<file path="config.mk">
export PLATFORM = sky130hd
export DESIGN_NAME = record_sequencer
export DESIGN_NICKNAME = d
export VERILOG_FILES = /design/src/rtl/record_sequencer.sv
export SDC_FILE = /design/constraint.sdc
export NUM_CORES = 1
export LEC_CHECK = 0
export CORE_MARGIN = 4
export CORE_UTILIZATION = 40
export CTS_BUF_LIST = sky130_fd_sc_hd__clkbuf_16
export DETAILED_ROUTE_END_ITERATION = 6
export DONT_BUFFER_PORTS = 1
export HOLD_SLACK_MARGIN = 0.06
export MAX_ROUTING_LAYER = met4
export PLACE_DENSITY = 0.61
export SYNTH_ARGS = -nofsm -noshare
export SYNTH_HDL_FRONTEND = slang
export SYNTH_SLANG_ARGS = --single-unit
</file>
<file path="constraint.sdc">
create_clock -name clock -period 3.4 [get_ports clock]
set_clock_uncertainty 0.15 [all_clocks]
set_input_delay 0.17 -clock clock [delete_from_list [all_inputs] [get_ports clock]]
set_output_delay 0.17 -clock clock [all_outputs]
set_load 0.01 [all_outputs]
</file>
<file path="src/rtl/record_sequencer.sv">
// Sequencer for the shared note-sample memory: turns record/play/stop buttons into
// a RECORD/PLAY/IDLE machine driving the memory address, write strobe and playback notes.
module record_sequencer #(
    parameter int TICK_DIV = 500000,
    parameter int ADDR_W   = 12,
    parameter bit LOOP     = 1'b0
) (
    input  logic              clock,
    input  logic              reset,
    input  logic              active,
    input  logic              rec_req,
    input  logic              play_req,
    input  logic              stop_req,
    input  logic [11:0]       notes_in,
    input  logic [11:0]       mem_rdata,
    output logic [ADDR_W-1:0] mem_addr,
    output logic              mem_we,
    output logic [11:0]       mem_wdata,
    output logic [11:0]       notes_out,
    output logic              recording,
    output logic              playing,
    output logic [ADDR_W:0]   length,
    output logic              full
);

    localparam int CNT_W = (TICK_DIV > 2) ? $clog2(TICK_DIV) : 1;
    localparam logic [CNT_W-1:0]  CNT_LAST = CNT_W'(TICK_DIV - 1);
    localparam logic [ADDR_W-1:0] ADDR_MAX = {ADDR_W{1'b1}};

    typedef enum logic [1:0] {
        S_IDLE   = 2'd0,
        S_RECORD = 2'd1,
        S_PLAY   = 2'd2
    } state_t;

    state_t              state_q, state_d;
    logic [CNT_W-1:0]    cnt_q, cnt_d;
    logic [ADDR_W-1:0]   addr_q, addr_d;
    logic [ADDR_W:0]     length_q, length_d;
    logic                full_q, full_d;
    logic                done_q, done_d;
    logic [11:0]         notes_q, notes_d;
    logic                recording_q, playing_q;
    logic                prev_rec_q, prev_play_q, prev_stop_q;
    logic                rec_rise_s, play_rise_s, stop_rise_s;
    logic                tick_s;
    logic                we_s;

    assign rec_rise_s  = rec_req  & ~prev_rec_q  & active;
    assign play_rise_s = play_req & ~prev_play_q & active;
    assign stop_rise_s = stop_req & ~prev_stop_q & active;
    assign tick_s      = (cnt_q == CNT_LAST);

    // Next-state, address, length and playback-note logic.
    always_comb begin
        state_d  = state_q;
        addr_d   = addr_q;
        length_d = length_q;
        full_d   = full_q;
        done_d   = done_q;
        notes_d  = notes_q;
        we_s     = 1'b0;
        case (state_q)
            S_IDLE: begin
                if (rec_rise_s) begin
                    state_d  = S_RECORD;
                    length_d = '0;
                    full_d   = 1'b0;
                end else if (play_rise_s && (length_q != '0)) begin
                    state_d = S_PLAY;
                    done_d  = 1'b0;
                end else begin
                    state_d = S_IDLE;
                end
            end
            S_RECORD: begin
                if (!active) begin
                    state_d = S_IDLE;
                end else begin
                    if (tick_s) begin
                        we_s     = 1'b1;
                        length_d = {1'b0, addr_q} + (ADDR_W+1)'(1);
                        if (addr_q == ADDR_MAX) begin
                            full_d  = 1'b1;
                            state_d = S_IDLE;
                        end else begin
                            addr_d = addr_q + ADDR_W'(1);
                        end
                    end else begin
                        we_s = 1'b0;
                    end
                    // A stop in the same cycle as a tick still lets that sample be written.
                    if (stop_rise_s || rec_rise_s) begin
                        state_d = S_IDLE;
                    end else begin
                        state_d = state_d;
                    end
                end
            end
            S_PLAY: begin
                if (!active || stop_rise_s || play_rise_s) begin
                    state_d = S_IDLE;
                end else if (tick_s) begin
                    if (done_q) begin
                        state_d = S_IDLE;
                    end else begin
                        notes_d = mem_rdata;
                        if ({1'b0, addr_q} == (length_q - (ADDR_W+1)'(1))) begin
                            if (LOOP) begin
                                addr_d = '0;
                            end else begin
                                done_d = 1'b1;
                            end
                        end else begin
                            addr_d = addr_q + ADDR_W'(1);
                        end
                    end
                end else begin
                    state_d = S_PLAY;
                end
            end
            default: begin
                state_d = S_IDLE;
            end
        endcase
        // Every state entry starts from address 0; notes only sound while playing.
        if (state_d != state_q) begin
            addr_d = '0;
        end else begin
            addr_d = addr_d;
        end
        if (state_d != S_PLAY) begin
            notes_d = 12'h000;
        end else begin
            notes_d = notes_d;
        end
        if ((state_d != state_q) || tick_s) begin
            cnt_d = '0;
        end else begin
            cnt_d = cnt_q + CNT_W'(1);
        end
    end

    // State, counter, edge-detect and output registers.
    always_ff @(posedge clock) begin
        if (reset) begin
            state_q     <= S_IDLE;
            cnt_q       <= '0;
            addr_q      <= '0;
            length_q    <= '0;
            full_q      <= 1'b0;
            done_q      <= 1'b0;
            notes_q     <= 12'h000;
            recording_q <= 1'b0;
            playing_q   <= 1'b0;
            prev_rec_q  <= 1'b0;
            prev_play_q <= 1'b0;
            prev_stop_q <= 1'b0;
        end else begin
            state_q     <= state_d;
            cnt_q       <= cnt_d;
            addr_q      <= addr_d;
            length_q    <= length_d;
            full_q      <= full_d;
            done_q      <= done_d;
            notes_q     <= notes_d;
            recording_q <= (state_d == S_RECORD);
            playing_q   <= (state_d == S_PLAY);
            prev_rec_q  <= rec_req;
            prev_play_q <= play_req;
            prev_stop_q <= stop_req;
        end
    end

    // The strobe must coincide with the address it writes, so it is decoded from the
    // current state and tick rather than registered one cycle late.
    assign mem_we    = we_s;
    assign mem_wdata = we_s ? notes_in : 12'h000;
    assign mem_addr  = addr_q;
    assign notes_out = notes_q;
    assign recording = recording_q;
    assign playing   = playing_q;
    assign length    = length_q;
    assign full      = full_q;

endmodule

</file>
# [Word-level counts from Yosys, hierarchy flattened]
# Index checks and enable logic that the tools add are counted.
[op_classes] addsub=4 eq_ne=20 mux=38 bitwise=11 n_reduce_logical=19
[op_table] op="$mux 12" n=8
[op_table] op="$mux 13" n=3
[op_table] op="$pmux 13 s2" n=1
[op_table] op="$ne 2x2->1 const B" n=12
[op_table] op="$pmux 12 s2" n=1
[op_table] op="$add 19x1->19 const B" n=1
[op_table] op="$eq 19x19->1 const B" n=1
[op_table] op="$mux 2" n=9
[op_table] op="$add 12x1->13 const B" n=1
[op_table] op="$eq 12x13->1" n=1
[op_table] op="$mux 1" n=13
[op_table] op="$reduce_bool 13->1" n=1
[op_table] op="$sub 13x1->13 const B" n=1
[op_table] op="$add 12x1->12 const B" n=1
[op_table] op="$eq 12x12->1 const B" n=1
[op_table] op="$reduce_and 5->1" n=2
[op_table] op="$reduce_and 4->1" n=2
[op_table] op="$reduce_and 8->1" n=1
[op_table] op="$and 1x1->1" n=6
[op_table] op="$pmux 2 s3" n=1
[op_table] op="$reduce_bool 2->1" n=3
[op_table] op="$reduce_or 2->1" n=3
[op_table] op="$not 1->1" n=5
[op_table] op="$eq 2x1->1 const B" n=2
[op_table] op="other kinds (7)" n=12
[totals] ff_bits=65 inputBits=30 output_inout_bits=53

# [Depth between registers and ports, before layout]
[depth] depth_word=10 depth_mapped=12 mapped_depth_nobuf=9

# [Least setup slack after synthesis]
# No wires, ideal clock.
[synth_path] kind="reg2reg" startpoint="register length_q[0], in the netlist length[0]" endpoint="register addr_q[1], in the netlist mem_addr[1]" setup_time_ns=0.128 t_arrival_ns=2.844 required_ns=3.122 setup_slack_ns=0.279 stages_incl_launch_ff=13 synth_period_minus_slack_ns=3.121 path_cell_list="dfxtp_1 > inv_1 > ha_1 > clkbuf_1 > or4b_2 > nor4_1 > xor2_1 > or2_1 > o311ai_4 > buf_4 > buf_6 > mux2i_1 > nor2_1"
[synth_via] elab_chain_len=7 elab_cells_between_ends=11 cone_classes="add/sub: 1; eq/ne: 3; mux: 3; reduce/logical: 4"
[synth_rtl] element="from (decl)" line="39" source="logic [ADDR_W:0] length_q, length_d;"
[synth_rtl] element="from (signal assigned)" line="163" source="length_q <= length_d;"
[synth_rtl] element="branches (longest 7 deep; another with $sub 13x1->13)"
[synth_rtl] element="to (signal assigned)" line="162" source="addr_q <= addr_d;"
[synth_rtl] element="to (decl)" line="38" source="logic [ADDR_W-1:0] addr_q, addr_d;"
# Several ways; the timed one is not identified.
# A chain may end at the register's enable or synchronous reset.

# [Worst setup path after layout]
[layout_path] startpoint="register length_q[1], in the netlist length[1]" endpoint="register addr_q[1], in the netlist mem_addr[1]"
# Same word-level chain as after synthesis.

==> qor.csv <==
metric,value,unit
Peak supply drop,0.0004050,V
fin crit share,93.77,%
Post-route DRC,0,
Final Setup Violations,0,
fillers,798,
Syn Std Cell Area,0.003395,mm2
Post-Synth Adder-Cell Area,1.474,%
number of nets in the layout,481,
post-layout min period,3188,ps
Yosys cell types,48,
routed wire length per instance,16.23,um
gr usage total,18.69,%
synth warn,0,
total negative slack,0,ps
total CTS buffers,9,
# clock sinks,65,
largest family of logic cells by synthesized area,simple AND/OR/NAND/NOR gates,
worst setup path class,register to register,
synthesis-to-layout area growth,17.66,%
clk_lat worst skew,330,ps
maximum clock path buffer count,2,
power density cells,440.7,mW/mm2
CP max stage delay,460,ps
Synth Area per Inst,7.858,um2
cells along the critical path,inv_1 -> ha_1 -> xnor2_1 -> or4_1 -> nor4_2 -> o2111ai_2 -> o311ai_4 -> buf_4 -> mux2i_1 -> nor2_1,
Post-Syn Nets,466,
Final GP Congestion,0.8724,
asr flop ratio synth,0,%
relative slew slack,37.85,%
compound-cell area share of the yosys netlist,12.68,%
"EDFF count, synth",0,
final WL,9039,um
synthesized flop and latch total,65,
cell family with most CP delay,simple AND/OR/NAND/NOR gates,
Worst-path clk slew,60,ps
Peak Freq,313.7,MHz
RSZ-0062 raised after global routing,no,
"commonest cells after routing, fill and taps aside","dfxtp_1 (65), nand2_1 (59), a21oi_1 (44), nor2_1 (36), nand3_1 (28)",
initial core utilization,41.31,%
Post-CTS Setup Bufs,0,
crit start category,register,
fin. max-slew vios,0,
first-pass GRT wire length,14630,um
Worst Setup End Kind,register,
H-tree lvl count,3,
worst-path maximum fanout,22,
Hold/Removal Path Class,primary input to register,
initial antenna violation count,0,
Die Wd,100.1,um
Detailed Place HPWL,6206,um
largest net degree at the start of global routing,27,
ANT nets after route,0,
share of cells above drive strength 1,8.850,%
total number of vias,3081,
crit path DAT,3240,ps
Die Height,100.1,um
"most common cell after layout, fill and taps aside",dfxtp_1,
Top Ports,83,
worst path required time,3450,ps
largest area contributor in the netlist,dfxtp_1,
Port Buffers,0,
worst-path cell with the longest stage delay,dfxtp_1,
max-cap viol count,0,
Die ar.,0.01002,mm2
status,"complete, no violations",
root buf cell,clkbuf_16,
leading post-synthesis cells by cell area,"dfxtp_1 (38%), xnor2_1 (6.7%), nand2_1 (6.5%)",
Leakage,1.357,nW
Post-Syn Instances,432,
Slew @ Worst Pin,929.2,ps
TritonCTS clock tree,yes,
final hold violations,0,
num rows,33,
post-synthesis simple-gate area fraction,31.85,%
grt total ovfl,0,
top-area cell type share of the netlist area,38.33,%
Initial DRT Pass Iterations,5,
ANT cells,0,
CP Buf/Inv Count,2,
multiplexer share of the synthesized area,0.2949,%
number of global-route vias before repair,2945,
DR vias/cell,5.531,
Core Region,0.008217,mm2
most used flip-flop cell after synthesis,dfxtp_1,
sequential share of the synthesized area,38.33,%
xor/xnor share of the synthesized area,11.09,%
initial detailed-routing violation count,152,
Util after Layout,48.61,%
## cell usage after synthesis (all sizes together) (2+ instances only)
| master | count |
|---|---|
| nand3b | 2 |
| nor4bb | 3 |
| xnor2 | 26 |
| and2 | 14 |
| or4 | 4 |
| or2 | 7 |
| inv | 11 |
| a21o | 2 |
| nand4 | 4 |
| and3 | 5 |
| nand2b | 5 |
| nand3 | 28 |
| nor2b | 4 |
| nor3b | 2 |
| a21oi | 44 |
| o21ai | 13 |
| dfxtp | 65 |
| or3 | 15 |
| and4 | 2 |
| nor3 | 9 |
| nor2 | 37 |
| xor2 | 17 |
| o31ai | 2 |
| a211oi | 3 |
| buf | 5 |
| nor4 | 6 |
| nand2 | 59 |
| clkbuf | 19 |
| ha | 4 |
| nor4b | 2 |
| a31oi | 2 |
## metrics by stage
step	setup slack, ps	hold WS [ps]	total power (W)	instances	cell area (um2)
2_1_floorplan	278.7	148.2	0.0008128	432	3395
3_3_place_gp	337.0	95.57	0.0008205	524	3507
3_5_place_dp	262.4	95.55	0.0008211	524	3507
4_1_cts	167.1	73.91	0.001780	557	3981
5_1_grt	27.55	104.9	0.001820	557	3994
6_report	211.8	94.11	0.001760	557	3994
## tightest hold or removal path, stage by stage
cell and delay [ps]:
nand2b_1 80, nand4b_1 190, a21oi_1 80
## power breakdown
part           leakage [nW]  switching (W)  total (W)  internal (W)
logic                 0.693      0.0000298  0.0000535     0.0000237
registers             0.525     0.00000398   0.000771      0.000767
clock network         0.139       0.000362   0.000935      0.000573
total                  1.36       0.000396    0.00176       0.00136
## final timing paths
kind | slack (ps) | to | start | cells past startpoint
hold reg to reg | 310 | cnt_q[0]$_SDFF_PP0_ | cnt_q[0]$_SDFF_PP0_ | 1
setup / recovery | 210 | mem_addr[1]$_SDFFE_PP0P_ | length[1]$_SDFFE_PP0P_ | 10
setup reg to reg | 210 | mem_addr[1]$_SDFFE_PP0P_ | length[1]$_SDFFE_PP0P_ | 10
hold / removal | 90 | state_q[0]$_SDFF_PP0_ | rec_req | 3
## repair_timing
action,in CTS,in global routing
hold endpoints to repair,33,0
gates resized for setup,0,2
endpoints found under the setup margin,0,9
hold buffers,17,0
## flip-flops by register name, summed over array words and instances (netlist names), 2 cells and up
name       flops
state_q        2
length        13
notes_out     12
cnt_q         19
mem_addr      12
## layout make-up
| type | count | area (um2) | area share (%) |
|---|---|---|---|
| well taps | 105 | 131.4 | 3.289 |
| multi-input cells | 332 | 1963 | 49.15 |
| repair buffers | 28 | 252.7 | 6.328 |
| clock buffers | 9 | 225.2 | 5.639 |
| inverters | 11 | 41.29 | 1.034 |
| flip-flops and latches | 65 | 1301 | 32.58 |
| clock inverters | 7 | 78.83 | 1.974 |
## metal layers
layer  up-vias  track usage [%]  wire [um]
li1       1503                -          -
met1      1476            23.01       3955
met2        91            29.87       4311
met3        11            5.698        658
met4         0            4.870        114
met5         -                -          0
## cell families (layout without fill, tap and decap cells)
family / count (synthesis) / count (layout)
mux: 1 / 1
buf+inv: 35 / 55
compound gates: 73 / 73
xor+xnor: 43 / 43
fa+ha+maj: 4 / 4
simple gates: 211 / 211
flops: 65 / 65
(Power assumes the default switching activity.)
